`config.mk`:
```
export PLATFORM = sky130hd
export DESIGN_NAME = mem_stage_flat
export DESIGN_NICKNAME = d
export VERILOG_FILES = /design/src/rtl/mem_stage_pkg.sv /design/src/rtl/mem_stage_if.sv /design/src/rtl/mem_stage_load_align.sv /design/src/rtl/mem_stage.sv /design/src/flat_wrapper.sv
export SDC_FILE = /design/constraint.sdc
export NUM_CORES = 1
export LEC_CHECK = 0
export ABC_AREA = 1
export CAP_MARGIN = 10
export CORE_UTILIZATION = 50
export CTS_CLUSTER_SIZE = 10
export DETAILED_ROUTE_END_ITERATION = 12
export PLACE_DENSITY_LB_ADDON = 0.1
export REMOVE_ABC_BUFFERS = 1
export SLEW_MARGIN = 15
export SYNTH_ARGS = -nofsm -noshare
export SYNTH_HDL_FRONTEND = slang
export SYNTH_HIERARCHICAL = 1
export SYNTH_SLANG_ARGS = --single-unit
```
`constraint.sdc`:
```
create_clock -name clk -period 6.75 [get_ports clk]
set_input_delay 1.0125 -clock clk [delete_from_list [all_inputs] [get_ports clk]]
set_output_delay 1.0125 -clock clk [all_outputs]
set_load 0.05 [all_outputs]
```
`src/rtl/mem_stage_pkg.sv`:
```
// Shared types and constants for the MEM pipeline stage.
// Load encodings, bundle widths, FSM state and packed zip layouts.
package mem_pkg;

  localparam int RF_ZIP_W  = 38;
  localparam int MEM_ZIP_W = 6;

  localparam logic [2:0] LD_B  = 3'b000;
  localparam logic [2:0] LD_H  = 3'b001;
  localparam logic [2:0] LD_W  = 3'b010;
  localparam logic [2:0] LD_BU = 3'b100;
  localparam logic [2:0] LD_HU = 3'b101;

  typedef enum logic [1:0] {
    EMPTY = 2'd0,
    FRESH = 2'd1,
    HELD  = 2'd2
  } mem_state_t;

  typedef struct packed {
    logic       is_load;
    logic [2:0] ld_type;
    logic [1:0] addr_lo;
  } mem_zip_t;

  typedef struct packed {
    logic        rf_we;
    logic [4:0]  rf_waddr;
    logic [31:0] wdata;
  } rf_zip_t;

endpackage

```
`src/rtl/mem_stage_if.sv`:
```
// EX->MEM->WB handshake and data bus for the memory stage.
// slave is the stage itself; master is whatever drives EX/WB/SRAM.
interface mem_stage_if;
  import mem_pkg::*;

  logic                 mem_allowin;
  logic                 ex_to_mem_valid;
  logic [31:0]          ex_pc;
  logic [MEM_ZIP_W-1:0] ex_mem_zip;
  logic [RF_ZIP_W-1:0]  ex_rf_zip;
  logic [31:0]          data_sram_rdata;
  logic                 wb_allowin;
  logic                 mem_to_wb_valid;
  logic [31:0]          mem_pc;
  logic [RF_ZIP_W-1:0]  mem_rf_zip;
  logic [RF_ZIP_W-1:0]  mem_fwd_zip;

  modport slave (
    output mem_allowin,
    input  ex_to_mem_valid,
    input  ex_pc,
    input  ex_mem_zip,
    input  ex_rf_zip,
    input  data_sram_rdata,
    input  wb_allowin,
    output mem_to_wb_valid,
    output mem_pc,
    output mem_rf_zip,
    output mem_fwd_zip
  );

  modport master (
    input  mem_allowin,
    output ex_to_mem_valid,
    output ex_pc,
    output ex_mem_zip,
    output ex_rf_zip,
    output data_sram_rdata,
    output wb_allowin,
    input  mem_to_wb_valid,
    input  mem_pc,
    input  mem_rf_zip,
    input  mem_fwd_zip
  );

endinterface

```
`src/rtl/mem_stage_load_align.sv`:
```
// Load data alignment: byte/half select by address, sign/zero extend.
// Reserved ld_type encodings fall through to a whole-word load.
module load_align
  import mem_pkg::*;
(
  input  logic [2:0]  ld_type,
  input  logic [1:0]  addr_lo,
  input  logic [31:0] rdata,
  output logic [31:0] result
);

  logic [31:0] shifted;
  logic [7:0]  b;
  logic [15:0] h;

  assign shifted = rdata >> {addr_lo, 3'b000};
  assign b       = shifted[7:0];
  assign h       = addr_lo[1] ? rdata[31:16] : rdata[15:0];

  always_comb begin
    result = rdata;
    unique case (1'b1)
      (ld_type == LD_B):  result = {{24{b[7]}}, b};
      (ld_type == LD_H):  result = {{16{h[15]}}, h};
      (ld_type == LD_BU): result = {24'd0, b};
      (ld_type == LD_HU): result = {16'd0, h};
      default:            result = rdata;
    endcase
  end

endmodule

```
`src/rtl/mem_stage.sv`:
```
// MEM pipeline stage: holds one instruction between EX and WB and
// buffers the one-cycle SRAM read data while WB stalls.
module mem_stage
  import mem_pkg::*;
(
  input  logic        clk,
  input  logic        resetn,
  mem_stage_if.slave  bus
);

  mem_state_t  state, state_nxt;
  logic [31:0] pc_r;
  mem_zip_t    mem_zip_r;
  rf_zip_t     rf_zip_r;
  logic [31:0] rdata_buf;
  logic [31:0] rdata_sel;
  logic [31:0] ld_data;
  logic [31:0] final_wdata;
  logic        mem_valid;
  logic        accept;
  logic        advance;

  assign mem_valid = (state != EMPTY);
  assign accept    = bus.ex_to_mem_valid & bus.mem_allowin;
  assign advance   = mem_valid & bus.wb_allowin;

  always_ff @(posedge clk or negedge resetn) begin
    if (!resetn) state <= EMPTY;
    else         state <= state_nxt;
  end

  always_comb begin
    state_nxt = state;
    unique case (state)
      EMPTY: if (accept) state_nxt = FRESH;
      FRESH,
      HELD: begin
        if (advance) state_nxt = accept ? FRESH : EMPTY;
        else         state_nxt = HELD;
      end
      default: state_nxt = EMPTY;
    endcase
  end

  always_ff @(posedge clk or negedge resetn) begin
    if (!resetn) begin
      pc_r      <= '0;
      mem_zip_r <= '0;
      rf_zip_r  <= '0;
    end else if (accept) begin
      pc_r      <= bus.ex_pc;
      mem_zip_r <= bus.ex_mem_zip;
      rf_zip_r  <= bus.ex_rf_zip;
    end
  end

  // SRAM data only lives for the first MEM cycle; keep it on a stall
  always_ff @(posedge clk or negedge resetn) begin
    if (!resetn)
      rdata_buf <= '0;
    else if (state == FRESH && !advance)
      rdata_buf <= bus.data_sram_rdata;
  end

  assign rdata_sel = (state == HELD) ? rdata_buf : bus.data_sram_rdata;

  load_align u_align (
    .ld_type (mem_zip_r.ld_type),
    .addr_lo (mem_zip_r.addr_lo),
    .rdata   (rdata_sel),
    .result  (ld_data)
  );

  assign final_wdata = mem_zip_r.is_load ? ld_data : rf_zip_r.wdata;

  assign bus.mem_allowin     = ~mem_valid | bus.wb_allowin;
  assign bus.mem_to_wb_valid = mem_valid;
  assign bus.mem_pc          = pc_r;
  assign bus.mem_rf_zip      = {rf_zip_r.rf_we, rf_zip_r.rf_waddr,
                                final_wdata};
  assign bus.mem_fwd_zip     = {rf_zip_r.rf_we & mem_valid,
                                rf_zip_r.rf_waddr, final_wdata};

endmodule

```
`src/flat_wrapper.sv`:
```
// flat-port wrapper written by rule: the top's interface ports become plain ports
module mem_stage_flat import mem_pkg::*;
  (clk, resetn, bus_mem_allowin, bus_ex_to_mem_valid, bus_ex_pc, bus_ex_mem_zip, bus_ex_rf_zip, bus_data_sram_rdata, bus_wb_allowin, bus_mem_to_wb_valid, bus_mem_pc, bus_mem_rf_zip, bus_mem_fwd_zip);
  mem_stage_if bus_i ();
  input  logic clk;
  input  logic resetn;
  output wire logic [$bits(bus_i.mem_allowin)-1:0] bus_mem_allowin;
  input wire logic [$bits(bus_i.ex_to_mem_valid)-1:0] bus_ex_to_mem_valid;
  input wire logic [$bits(bus_i.ex_pc)-1:0] bus_ex_pc;
  input wire logic [$bits(bus_i.ex_mem_zip)-1:0] bus_ex_mem_zip;
  input wire logic [$bits(bus_i.ex_rf_zip)-1:0] bus_ex_rf_zip;
  input wire logic [$bits(bus_i.data_sram_rdata)-1:0] bus_data_sram_rdata;
  input wire logic [$bits(bus_i.wb_allowin)-1:0] bus_wb_allowin;
  output wire logic [$bits(bus_i.mem_to_wb_valid)-1:0] bus_mem_to_wb_valid;
  output wire logic [$bits(bus_i.mem_pc)-1:0] bus_mem_pc;
  output wire logic [$bits(bus_i.mem_rf_zip)-1:0] bus_mem_rf_zip;
  output wire logic [$bits(bus_i.mem_fwd_zip)-1:0] bus_mem_fwd_zip;
  assign bus_mem_allowin = bus_i.mem_allowin;
  assign bus_i.ex_to_mem_valid = bus_ex_to_mem_valid;
  assign bus_i.ex_pc = bus_ex_pc;
  assign bus_i.ex_mem_zip = bus_ex_mem_zip;
  assign bus_i.ex_rf_zip = bus_ex_rf_zip;
  assign bus_i.data_sram_rdata = bus_data_sram_rdata;
  assign bus_i.wb_allowin = bus_wb_allowin;
  assign bus_mem_to_wb_valid = bus_i.mem_to_wb_valid;
  assign bus_mem_pc = bus_i.mem_pc;
  assign bus_mem_rf_zip = bus_i.mem_rf_zip;
  assign bus_mem_fwd_zip = bus_i.mem_fwd_zip;
  mem_stage u_core (.clk(clk), .resetn(resetn), .bus(bus_i));
endmodule
```
After elaboration in Yosys (flattened, before gate mapping)
Cells that the tools add are included.

storage, ports and cells
  bits in registers = 110
  input port bits = 112
  output and inout port bits = 110

operators by class
  equality and inequality tests = 6
  shift-type cells = 1
  mux-type cells = 8
  bitwise logic cells = 5
  reduce and logical (&&, ||, !) cells = 6

operators by type and width
  operator                                                                 number
  32-bit case mux with 4 select lines                                      1
  32-bit two-way mux                                                       2
  32-bit by 5-bit >> shifter with 8-bit output                             1
  16-bit two-way mux                                                       1
  3-bit equality test, second input constant                               2
  2-bit two-way mux                                                        2
  2-bit case mux with 2 select lines                                       1
  1-bit bitwise AND                                                        3
  3-bit by 1-bit equality test with 1-bit output, second input constant    1
  3-bit logical NOT                                                        1
  2-bit by 1-bit equality test with 1-bit output, second input constant    1
  2-bit equality test, second input constant                               1
  2-bit logical NOT                                                        1
  2-bit by 1-bit inequality test with 1-bit output, second input constant  1
  2-bit nonzero test                                                       1
  2-bit OR reduction                                                       1
  1-bit logical AND                                                        1
  1-bit logical NOT                                                        1
  1-bit two-way mux                                                        1
  1-bit NOT                                                                1
  1-bit OR                                                                 1

Longest topological paths before layout
  word-level depth = 7
  mapped depth = 15
  depth with buffers taken out = 11

Hierarchy
Netlist, hierarchy kept.

by module, submodules not included
  module      times used  cells each  area each (µm²)  sequential area each (µm²)
  mem_stage   1           643         5471.5           2752.6
  load_align  1           196         1014.7           0.0

Worst setup path after synthesis
Ideal clock, no wire load.

  kind = input to output
  from = input bus_data_sram_rdata[15]
  to = output bus_mem_rf_zip[16]
  data arrival time = 2.353 ns
  data required time = 5.738 ns
  path slack = 3.384 ns
  stages = 11
  path buffers = 2
  cell sequence = inv_1 -> o21ai_0 -> inv_1 -> nand2_2 -> nand3_1 -> nand2_2 -> nand2_4 -> buf_6 -> nand3_2 -> mux2_2 -> buf_4

between the ends
  word-level cells in the longest chain between the ends = 4
  elaborated cells on any way between the ends = 5

RTL lines
  item                                                                                line                                                    source
  from (decl)                                                                         flat_wrapper.sv:12                                      input wire logic [$bits(bus_i.data_sram_rdata)-1:0] bus_data_sram_rdata;
  32-bit two-way mux (*)                                                              mem_stage.sv:65                                         assign rdata_sel = (state == HELD) ? rdata_buf : bus.data_sram_rdata;
  net u_core.rdata_sel[15]                                                            mem_stage.sv:16                                         logic [31:0] rdata_sel;
  32-bit by 5-bit >> shifter with 8-bit output or 16-bit two-way mux (tied branches)  mem_stage_load_align.sv:16, mem_stage_load_align.sv:18
  32-bit case mux with 4 select lines (*)                                             mem_stage_load_align.sv:22                              unique case (1'b1)
  net u_core.ld_data[16]                                                              mem_stage.sv:17                                         logic [31:0] ld_data;
  32-bit two-way mux (*)                                                              mem_stage.sv:74                                         assign final_wdata = mem_zip_r.is_load ? ld_data : rf_zip_r.wdata;
  to (decl)                                                                           flat_wrapper.sv:16                                      output wire logic [$bits(bus_i.mem_rf_zip)-1:0] bus_mem_rf_zip;

Mark *: on every way through the listed nets, which the timed path passes. The rest lies on a longest branch.

Final worst setup path
  from = register u_core.state[0]
  to = output bus_mem_fwd_zip[25]

between the ends
  word-level cells in the longest chain between the ends = 5
  elaborated cells on any way between the ends = 6

RTL lines
  item                                          line                        source
  from (decl)                                   mem_stage.sv:11             mem_state_t state, state_nxt;
  from (signal assigned)                        mem_stage.sv:29             else state <= state_nxt;
  2-bit equality test                           mem_stage.sv:65
  32-bit two-way mux                            mem_stage.sv:65
  net u_core.rdata_sel[7]                       mem_stage.sv:16
  32-bit by 5-bit >> shifter with 8-bit output  mem_stage_load_align.sv:16  assign shifted = rdata >> {addr_lo, 3'b000};
  32-bit case mux with 4 select lines           mem_stage_load_align.sv:22
  net u_core.ld_data[25]                        mem_stage.sv:17
  32-bit two-way mux                            mem_stage.sv:74
  to (decl)                                     flat_wrapper.sv:17          output wire logic [$bits(bus_i.mem_fwd_zip)-1:0] bus_mem_fwd_zip;

The timed path passes the listed nets, and every way through them passes these cells.

==> results.md <==
- Synth area leaders: dfrtp_1 42%, nand2_1 18%, nand3_1 8.3%, buf_4 5.9%, mux2_2 5.6%
- Dpl cells: 1,141
- Worst path cell trace: inv_1, ha_2, o21ai_0, inv_1, nand2_1, nand3_2, nand2_2, nand2_4, nand3_2, mux2_2, clkdlybuf4s50_1
- Worst EP arrival: 3.85 ns
- Total internal power: 2.10 mW
- Gpl congestion: 0.819
- Dominant synthesized flop cell: dfrtp_1
- Vias in the first global route: 5,447
- Post-Layout Cell Count: 1,156
- Power Dens Cells: 523 mW/mm2
- # diodes: 0
- Die Wd: 116 um
- Initial Utilization: 51.4%
- Met3 usage: 8.89%
- Clock Path Buffers: 2
- Flop2flop setup slack: 4.24 ns
- Total GRT Usage: 26.7%
- Most frequent cells in the layout: 312 x nand2_1, 219 x clkdlybuf4s50_1, 110 x dfrtp_1
- Initial antenna violation count: 0
- Setup_tns: 0 ns
- Post-CTS sizing: 0
- CP max stage delay: 0.84 ns
- Worst R2R End: u_core/state[0]
- CTS root buffer: clkbuf_16
- Total Wirelength: 17,300 um
- Mapped Avg Cell Area: 7.73 um2
- Design Area, Final: 0.00856 mm2
- Setup-failing EPs final: 0
- Seq pwr share: 23.6%
- Synth top area share: 42.4%
- Remaining antenna violation count: 0
- H-tree depth: 3
- Core Footprint: 0.0126 mm2
- Worst R2R Path Depth: 7
- Slowest cell on crit path: ha_2
- Sw Share: 53.0%
- Die area: 0.0134 mm2
- Drc violations: 0
- Top-Level Pins: 222
- Iteration count of the initial detailed-routing pass: 5
- YS warnings: 6
- Inserted Clock Buffers: 9
- Initial DRC Count: 427
- Clock Latency Late Sink: 0.36 ns
- Crit-path leading delay family: buffers and inverters
- Ys async rst share: 100%
- Largest net degree at the start of global routing: 80
- Status: completed
- Post-CTS setup buffer count: 0
- Slew HR: 34.6%
- Fin. Hold Viols: 0
- GRT met1 Usage: 35.8%
- CP max FO: 64
- Clock skew: 0.0105 ns
- Share of layout cells above drive strength 1: 9.04%
- Final setup margin: 1.89 ns
- Global Route met2 Usage: 40.8%
- Worst setup SP type: flip-flop
- Unrepaired setup endpoints after global routing: no
- WP buf/inv: 3
- First-pass GRT wire length: 27,600 um
- Pleak: 4.24 nW
- Worst hold path type: reg -> reg
- Nets: 1,096
- Clock-pin transition on the worst setup and hold timing paths: 0.08 ns
- Fin. max-slew vios: 0
- Critical R2R Launch: u_core/state[0]
- Layout overhead on the synthesized area: 32.0%
- Worst hold path endpoint: u_core/bus.mem_pc[2]
- Via density: 5.07
- Post-synthesis sequential area ratio: 42.4%
- Req. time, crit path: 5.74 ns
- Worst-Margin Slew: 0.981 ns
- PortBufs: 221
- Site Rows: 41
- Grt ovf: 0
- Cells after Synth: 839
- Detailed placement HPWL: 11,800 um
- Clock tree sinks: 110
- WL per Instance: 15.0 um
- Clock power share: 11.2%
- Most common cell after layout, fill and taps aside: nand2_1
- Fmax: 0.206 GHz
- Synth unique cells: 29
- Leading area contributor after synthesis: dfrtp_1
- Cts-stage hold buffer count: 0
- Post-synth EDFFs: 0
- Dpl ws: 2.28 ns
- Crit Path Class: reg -> out
- Sw power: 2.37 mW
- Layer carrying the most global-route usage: met2
- Worst VDD drop: 0.000351 V
- Vias: 5,858
- Die Span Y: 116 um
- Comb pwr share: 65.2%
- FF+latch count, synth: 110
- Final Cycle Share: 72.0%
- Post-Syn Area: 0.00649 mm2
- CP endpoint kind: output pin
- Post-DP Area: 0.00829 mm2
- TritonCTS clock tree: done
- Hold Path Depth: 2
- Minimum clock period: 4.86 ns
- Max-cap check violation count: 0
- Hold Path Origin: u_core/bus.mem_pc[2]
[cell families after synthesis]
logic type	Yosys count	synth area share, %
AO/OA/AOI/OAI	75	6.40
adder cells (fa/ha/maj)	4	0.772
buffers and inverters	160	14.0
flip-flops	110	42.4
multiplexers	32	5.56
AND/OR/NAND/NOR	458	30.8
[state kept, by name (all words and copies together) (netlist names)]
| name | cells |
|---|---|
| u_core/bus.mem_pc | 32 |
| u_core/state | 2 |
| u_core/bus.mem_fwd_zip | 5 |
| u_core/rf_zip_r | 32 |
| u_core/bus.mem_rf_zip | 1 |
| u_core/mem_zip_r | 6 |
| u_core/rdata_buf | 32 |
[synthesized netlist by cell type, types with 3 or more instances]
cell type  number
dfrtp_1       110
o21ai_0        62
inv_1          57
nand3_1       107
or2_2           4
buf_2          24
ha_1            4
buf_4          51
or2_0           3
buf_1           5
nand2_2         3
a22oi_1         7
mux2_2         32
inv_2           3
buf_6           9
nor2_2          3
clkbuf_1        8
nand3_2        13
nor2_1          9
nand2_1       312
[layout make-up]
cell class,count,area (um2)
Clock inverter,4,33.8
Timing Repair Buffer,228,2260
Clock buffer,11,233
Fill cell,1129,4060
Tap cell,172,215
Sequential cell,110,2750
Multi-Input combinational cell,569,2830
Inverter,62,240
[tightest hold or removal path, stage by stage (launching register included)]
cell	delay, ns
dfrtp_1	0.34
nand2_1	0.05
nand2_1	0.05
[routing by layer]
layer / routed length (um) / vias to the layer above
met3: 1570 / 23
met4: 326 / 0
met5: 0 / -
met1: 7530 / 2719
li1: - / 2898
met2: 7890 / 218
[power groups by stage]
stage                     clock [mW]  combinational (mW)  sequential (mW)
after global placement             0                2.90             1.06
after detailed placement           0                2.92             1.06
after CTS                      0.512                2.93             1.05
after floorplan                    0                1.68             1.33
after global routing           0.537                3.12             1.09
final                          0.500                2.92             1.06
[how the worst max path moves through the flow]
stage / start / endpoint / slack [ns] / cells after the start
floorplan: u_core/state[0] / bus_mem_fwd_zip[19] / 2.86 / 10
global placement: bus_data_sram_rdata[31] / bus_mem_rf_zip[9] / 2.33 / 11
detailed placement: bus_data_sram_rdata[31] / bus_mem_rf_zip[29] / 2.28 / 11
CTS: u_core/state[0] / bus_mem_rf_zip[29] / 1.88 / 11
global route: u_core/state[0] / bus_mem_fwd_zip[30] / 1.57 / 11
finish: u_core/state[0] / bus_mem_fwd_zip[25] / 1.89 / 11
[through the flow]
stage | hold slack, ns | power (mW) | util [%]
floorplan | 0.438 | 3.01 | -
global placement | 0.450 | 3.96 | 65.7
detailed placement | 0.455 | 3.98 | 65.7
CTS | 0.474 | 4.50 | 67.8
global route | 0.494 | 4.75 | 67.8
finish | 0.469 | 4.47 | 67.8
Note: power is estimated with default switching activity, not from simulation.
